**src/rtl/ascon_permutation_engine_pkg.sv**
```systemverilog
// Shared Ascon types, FSM encoding, round-count constants and small helpers.
// Latency: n/a (types and pure functions only).
// Backpressure: n/a.
package ascon_pack;

  // x0 is element 0 and occupies the most significant 64 bits of the packed vector
  typedef logic [0:4][63:0] type_state;

  typedef enum logic [1:0] {IDLE, RUN, DONE} type_fsm;

  localparam int ROUNDS_A  = 12;
  localparam int ROUNDS_B6 = 6;
  localparam int ROUNDS_B8 = 8;

  // Round constant for round index i, XORed into x2[7:0]
  function automatic logic [7:0] round_const(input logic [3:0] i);
    return {4'hF - i, i};
  endfunction

  // 64-bit rotate right by a constant amount
  function automatic logic [63:0] ror64(input logic [63:0] x, input int unsigned n);
    return (x >> n) | (x << (64 - n));
  endfunction

  // First round index for the selected round count (index runs up to 11)
  function automatic logic [3:0] start_index(input logic [1:0] sel);
    case (sel)
      2'b01:   return 4'(ROUNDS_A - ROUNDS_B8);
      2'b10:   return 4'(ROUNDS_A - ROUNDS_B6);
      default: return 4'd0;
    endcase
  endfunction

endpackage

```
**src/rtl/ascon_round.sv**
```systemverilog
// One Ascon round: constant addition, bit-sliced 5-bit S-box, linear diffusion.
// Latency: purely combinational.
// Backpressure: none; the caller sequences rounds.
module ascon_round
  import ascon_pack::*;
(
  input  type_state   state_in,
  input  logic [3:0]  idx,
  output type_state   state_out
);

  logic [63:0] x0, x1, x2, x3, x4;
  logic [63:0] t0, t1, t2, t3, t4;

  // Constant add, then the S-box as the reference bit-sliced instruction sequence, then diffusion
  always_comb begin
    x0 = state_in[0];
    x1 = state_in[1];
    x2 = state_in[2] ^ {56'd0, round_const(idx)};
    x3 = state_in[3];
    x4 = state_in[4];

    x0 = x0 ^ x4;
    x4 = x4 ^ x3;
    x2 = x2 ^ x1;
    t0 = ~x0 & x1;
    t1 = ~x1 & x2;
    t2 = ~x2 & x3;
    t3 = ~x3 & x4;
    t4 = ~x4 & x0;
    x0 = x0 ^ t1;
    x1 = x1 ^ t2;
    x2 = x2 ^ t3;
    x3 = x3 ^ t4;
    x4 = x4 ^ t0;
    x1 = x1 ^ x0;
    x0 = x0 ^ x4;
    x3 = x3 ^ x2;
    x2 = ~x2;

    state_out[0] = x0 ^ ror64(x0, 19) ^ ror64(x0, 28);
    state_out[1] = x1 ^ ror64(x1, 61) ^ ror64(x1, 39);
    state_out[2] = x2 ^ ror64(x2, 1)  ^ ror64(x2, 6);
    state_out[3] = x3 ^ ror64(x3, 10) ^ ror64(x3, 17);
    state_out[4] = x4 ^ ror64(x4, 7)  ^ ror64(x4, 41);
  end

endmodule

```
**src/rtl/ascon_permutation_engine.sv**
```systemverilog
// Self-sequenced Ascon p12/p8/p6 with optional data pre-XOR and key post-XOR.
// Latency: N/UNROLL cycles from the accept edge to valid_o.
// Backpressure: result held in DONE until ready_i; a new state may be accepted on the same edge.
module ascon_permutation_engine
  import ascon_pack::*;
#(
  parameter int UNROLL = 1
) (
  input  logic          clock_i,
  input  logic          resetb_i,
  input  logic          valid_i,
  output logic          ready_o,
  input  type_state     state_i,
  input  logic [1:0]    rounds_sel_i,
  input  logic          en_xor_data_i,
  input  logic [63:0]   data_i,
  input  logic          en_xor_key_i,
  input  logic [127:0]  key_i,
  output logic          valid_o,
  input  logic          ready_i,
  output type_state     state_o,
  output logic [3:0]    round_o,
  output logic          busy_o
);

  if (UNROLL != 1 && UNROLL != 2) begin : g_bad_unroll
    $error("ascon_permutation_engine: UNROLL must be 1 or 2");
  end

  type_fsm        fsm;
  type_state      st_q;
  logic [3:0]     rnd_q;
  logic           key_en_q;
  logic [127:0]   key_q;
  logic           valid_q;
  logic           busy_q;

  type_state      chain [0:UNROLL];
  type_state      round_out;
  type_state      load_state;
  logic           last_step;
  logic           accept;

  assign chain[0] = st_q;

  for (genvar k = 0; k < UNROLL; k++) begin : g_round
    ascon_round u_round (
      .state_in  (chain[k]),
      .idx       (rnd_q + 4'(k)),
      .state_out (chain[k+1])
    );
  end

  // This step finishes round 11 when the counter sits UNROLL short of 12
  assign last_step = (rnd_q == 4'(ROUNDS_A - UNROLL));

  // Ready depends only on FSM state and ready_i, never on valid_i
  assign ready_o = (fsm == IDLE) | ((fsm == DONE) & ready_i);
  assign accept  = valid_i & ready_o;

  // Round chain output, with the latched key folded into x3/x4 on the final step
  always_comb begin
    round_out = chain[UNROLL];
    if (last_step && key_en_q) begin
      round_out[3] = chain[UNROLL][3] ^ key_q[127:64];
      round_out[4] = chain[UNROLL][4] ^ key_q[63:0];
    end
  end

  // Incoming state with the optional data word folded into x0
  always_comb begin
    load_state = state_i;
    if (en_xor_data_i) begin
      load_state[0] = state_i[0] ^ data_i;
    end
  end

  // FSM, round counter, latched configuration and state register
  always_ff @(posedge clock_i or negedge resetb_i) begin
    if (!resetb_i) begin
      fsm      <= IDLE;
      st_q     <= '0;
      rnd_q    <= '0;
      key_en_q <= 1'b0;
      key_q    <= '0;
      valid_q  <= 1'b0;
      busy_q   <= 1'b0;
    end else if (accept) begin
      fsm      <= RUN;
      st_q     <= load_state;
      rnd_q    <= start_index(rounds_sel_i);
      key_en_q <= en_xor_key_i;
      key_q    <= key_i;
      valid_q  <= 1'b0;
      busy_q   <= 1'b1;
    end else begin
      case (fsm)
        RUN: begin
          st_q  <= round_out;
          rnd_q <= rnd_q + 4'(UNROLL);
          if (last_step) begin
            fsm     <= DONE;
            valid_q <= 1'b1;
            busy_q  <= 1'b0;
          end
        end
        DONE: begin
          if (ready_i) begin
            fsm     <= IDLE;
            valid_q <= 1'b0;
          end
        end
        default: ;
      endcase
    end
  end

  assign state_o = st_q;
  assign valid_o = valid_q;
  assign busy_o  = busy_q;
  assign round_o = rnd_q;

endmodule

```
**config.mk**
```make
export PLATFORM = sky130hd
export DESIGN_NAME = ascon_permutation_engine
export DESIGN_NICKNAME = d
export VERILOG_FILES = /design/src/rtl/ascon_permutation_engine_pkg.sv /design/src/rtl/ascon_round.sv /design/src/rtl/ascon_permutation_engine.sv
export SDC_FILE = /design/constraint.sdc
export NUM_CORES = 2
export LEC_CHECK = 0
export CAP_MARGIN = 20
export CORE_AREA = 3 3 332 334
export DETAILED_ROUTE_END_ITERATION = 7
export DIE_AREA = 0 0 335 337
export GPL_TIMING_DRIVEN = 0
export HOLD_SLACK_MARGIN = 0.08
export PLACE_DENSITY_LB_ADDON = 0.05
export SYNTH_ARGS = -nofsm -noshare
export SYNTH_HDL_FRONTEND = slang
export SYNTH_SLANG_ARGS = --single-unit
```
**constraint.sdc**
```tcl
create_clock -name clock_i -period 3.4 [get_ports clock_i]
set_clock_uncertainty 0.1 [all_clocks]
set_input_delay 0.34 -clock clock_i [delete_from_list [all_inputs] [get_ports clock_i]]
set_output_delay 0.34 -clock clock_i [all_outputs]
set_load 0.02 [all_outputs]
```
==> flow_metrics.tcl <==
set metrics [dict create \
    outcome "finished with violations" \
    failed_checks "setup timing" \
    drt_wl_total_um 221900 \
    synthesis.yosys.warnings 0 \
    core_area_mm2 0.1072 \
    via_count 34410 \
    cts_made_buffers 60 \
    ys_async_sr_fraction_pct 100.0 \
    fin_util_pct 46.10 \
    place_congestion 1.005 \
    tritoncts "done" \
    worst-slew-pin-transition_ns 1.277 \
    layout-drive-gt1-share_pct 6.249 \
    share_of_the_clock_period_used_by_the_worst_path_after_layout_pct 101.6 \
    cts_sinks 456 \
    floorplan.initialDensity_pct 33.00 \
    cts_max_path_bufs 3 \
    firstDrtPassIters 8 \
    totalNegativeSetupSlack_ns -0.1587 \
    number_of_core_rows 120 \
    postRouteAntennaNets 0 \
    cell_leakage_power_nw 20.97 \
    worstSetupStartpoint "round_o[2]$_DFFE_PN0P_" \
    clkTransAtPathRegs_ns 0.06 \
    reg2reg_to "state_o[120]$_DFFE_PN0P_" \
    path_depth 7 \
    timing.critical_path.slowest_stage_cell "sky130_fd_sc_hd__xnor2_1" \
    syn_area_mm2 0.03538 \
    detailedRoute.firstIterationViolations 3616 \
    maximum_number_of_pins_on_one_net_before_global_route_repair 110 \
    grt_first_pass_wirelength_um 291300 \
    fin_nets 5753 \
    worst-r2r-cell-count 7 \
    clock_tree.root_cell "sky130_fd_sc_hd__clkbuf_16" \
    area.sequential_mm2 0.01141 \
    fmaxAchievable_mhz 289.4 \
    slew_headroom_pct 14.58 \
    startpoint_class "flop" \
    timing_worst_setup_path_type "flop to flop" \
    synth_fp_nets 4695 \
    worstPathBufferInverterCount 0 \
    mostFrequentLayoutCell "sky130_fd_sc_hd__nand2_1" \
    critPathMostFrequentCell "sky130_fd_sc_hd__xnor2_1" \
    antenna_found_initial 15 \
    maxSlewViolCount 0 \
    layout-area-overhead-vs-synth_pct 39.68 \
    critical_path.endpoint "state_o[120]$_DFFE_PN0P_" \
    mean_post_synth_cell_area_um2 8.747 \
    ys_types 40 \
    clk_latency_ns 0.70 \
    maximum_fanout_count_along_the_critical_path 6 \
    final_cell_mix "sky130_fd_sc_hd__nand2_1 (866), sky130_fd_sc_hd__clkdlybuf4s50_1 (844), sky130_fd_sc_hd__xnor2_1 (841)" \
    cap_viol_max_count 0 \
    ff2ff_setup_slack_ns -0.06 \
    drt-wirelength-per-cell_um 33.82 \
    timing.rr.start "round_o[2]$_DFFE_PN0P_" \
    hold_ws_ns 0.09677 \
    fp.dieH_um 337 \
    final-setup-viol-count 7 \
    power_per_cell_area_mw_per_mm2 273.0 \
    ir_worst_vdd_uv 373.6 \
    multi_input_area_mm2 0.02286 \
    holdCritPathClass "input pin to flop" \
    fillers 10800 \
    grt_pass1_vias 33460 \
    number_of_instances_in_the_synthesized_netlist 4045 \
    ys_seq_area_share_pct 32.25 \
    post_drt_via_cell_ratio 5.243 \
    die_area_mm2 0.1129 \
    hold_viol_final 0 \
    worst_slack_ns -0.05531 \
    detailedPlacementHpwl_um 188700 \
    track_usage_pct 38.14 \
    number_of_synthesized_flops_with_an_enable_pin 0 \
    critical_path.max_stage_delay_ns 0.93 \
    overflow 0 \
    pin_count 847 \
    cp_arrival_ns 3.90 \
    period_minus_slack_ns 3.455 \
    synth-seq-cells 456 \
    io_buffer_count 845 \
    drc 0 \
    rsz0062_at_grt "no" \
    timing.critical_path.to_type "flop" \
    worst_ep_required_time_ns 3.85 \
    critical_path.cell_chain "xor2_1, ha_1, xnor2_2, xnor2_1, xnor2_1, xnor2_1, o21ai_0" \
    critical_path.top_delay_family "XOR/XNOR gates" \
    die_w_um 335 \
    postSynth.topFlopCell "sky130_fd_sc_hd__dfrtp_1" \
    htreeDepth 2 \
]
-- synthesized netlist by cell type (5+ instances only) --
library cell,n,area [um^2]
sky130_fd_sc_hd__or3_1,16,100.1
sky130_fd_sc_hd__xor2_2,14,227.7
sky130_fd_sc_hd__xnor2_1,858,7515
sky130_fd_sc_hd__nor2_1,129,484.2
sky130_fd_sc_hd__o21ai_1,136,680.7
sky130_fd_sc_hd__a22oi_1,221,1659
sky130_fd_sc_hd__nand3_1,40,200.2
sky130_fd_sc_hd__a221o_1,28,280.3
sky130_fd_sc_hd__nor3_1,7,35.03
sky130_fd_sc_hd__clkbuf_1,96,360.4
sky130_fd_sc_hd__xnor2_2,52,845.8
sky130_fd_sc_hd__maj3_1,29,290.3
sky130_fd_sc_hd__nand2_1,866,3251
sky130_fd_sc_hd__xnor3_1,5,112.6
sky130_fd_sc_hd__or2_2,7,43.79
sky130_fd_sc_hd__o21ai_0,235,1176
sky130_fd_sc_hd__nand2b_1,11,68.82
sky130_fd_sc_hd__buf_2,61,305.3
sky130_fd_sc_hd__inv_1,162,608.1
sky130_fd_sc_hd__a21oi_1,52,260.3
sky130_fd_sc_hd__mux2i_1,39,390.4
sky130_fd_sc_hd__dfrtp_1,456,11410
sky130_fd_sc_hd__ha_1,130,1627
sky130_fd_sc_hd__xor2_1,365,3197
-- worst min-delay path by stage --
stage	cells past startpoint	from	end	slack, ns
2_1_floorplan	0	resetb_i	busy_o$_DFFE_PN0P_	-0.06
6_report	3	key_i[109]	key_q[109]$_DFFE_PN0P_	0.1
3_5_place_dp	1	resetb_i	key_q[115]$_DFFE_PN0P_	0.18
4_1_cts	3	key_i[51]	key_q[51]$_DFFE_PN0P_	0.08
3_3_place_gp	2	key_q[19]$_DFFE_PN0P_	key_q[19]$_DFFE_PN0P_	0.36
5_1_grt	3	key_i[81]	key_q[81]$_DFFE_PN0P_	0.12
-- final cells by class --
class	count	area share, %
well taps	1403	3.552
repair buffers	996	20.36
clock inverters	18	0.3722
diodes	7	0.03545
clock buffers	94	3.643
inverters	162	1.230
plain buffers	165	1.458
multi-input cells	3262	46.26
flip-flops and latches	456	23.09
-- routing by layer --
metal	track usage [%]	share of wire (%)	vias to the layer above
met5	0	0.018	-
met4	16.13	4.9	6
met3	8.466	8.2	331
met2	63.04	47	1635
met1	47.99	40	17140
li1	-	-	15300
-- worst register-to-register path, cell delays in order, from the launching register on --
cell and delay [ns]:
sky130_fd_sc_hd__dfrtp_1 0.50, sky130_fd_sc_hd__xor2_1 0.50, sky130_fd_sc_hd__ha_1 0.37, sky130_fd_sc_hd__xnor2_2 0.28, sky130_fd_sc_hd__xnor2_1 0.93, sky130_fd_sc_hd__xnor2_1 0.25, sky130_fd_sc_hd__xnor2_1 0.27, sky130_fd_sc_hd__o21ai_0 0.10
-- state kept, by name, summed over array words and instances (netlist names) --
| signal | cells |
|---|---|
| state_o | 320 |
| key_q | 128 |
| round_o | 4 |
| busy_o | 1 |
| fsm | 2 |
| key_en_q | 1 |
-- stage by stage --
stage / instances / area [um^2] / power (mW) / worst slack (ns)
3_5_place_dp: 6338 / 46160 / 6.789 / -0.3111
4_1_cts: 6551 / 49250 / 13.55 / 0.02762
3_3_place_gp: 6293 / 45590 / 6.787 / -21.39
5_1_grt: 6559 / 49410 / 13.79 / 0.001251
2_1_floorplan: 4045 / 35380 / 5.770 / 1.131
6_report: 6563 / 49420 / 13.49 / -0.05531
-- what timing repair did --
| action | 4_1_cts | 5_1_grt |
|---|---|---|
| setup buffers | 0 | 0 |
| endpoints found under the hold margin | 293 | 0 |
| resized for setup | 12 | 16 |
| hold buffers | 101 | 0 |
| endpoints found under the setup margin | 41 | 21 |
-- kinds of logic (layout without fill, tap and decap cells) --
logic type / after synthesis / count (layout) / synth area share, %
adder cells (fa/ha/maj): 161 / 161 / 5.481
AO/OA/AOI/OAI: 679 / 679 / 11.63
AND/OR/NAND/NOR: 1087 / 1087 / 12.06
other: 0 / 7 / 0
buffers and inverters: 327 / 1435 / 3.727
multiplexers: 40 / 40 / 1.142
XOR/XNOR: 1295 / 1295 / 33.71
flip-flops: 456 / 456 / 32.25
-- where the power goes --
part	switching, mW	leakage [nW]	internal, mW
clock	2.86	0.972	3.84
combinational	0.602	14.8	0.761
sequential	0.00579	5.17	5.43
total	3.46	21.0	10.0
Power figures use the tool's default switching activity.
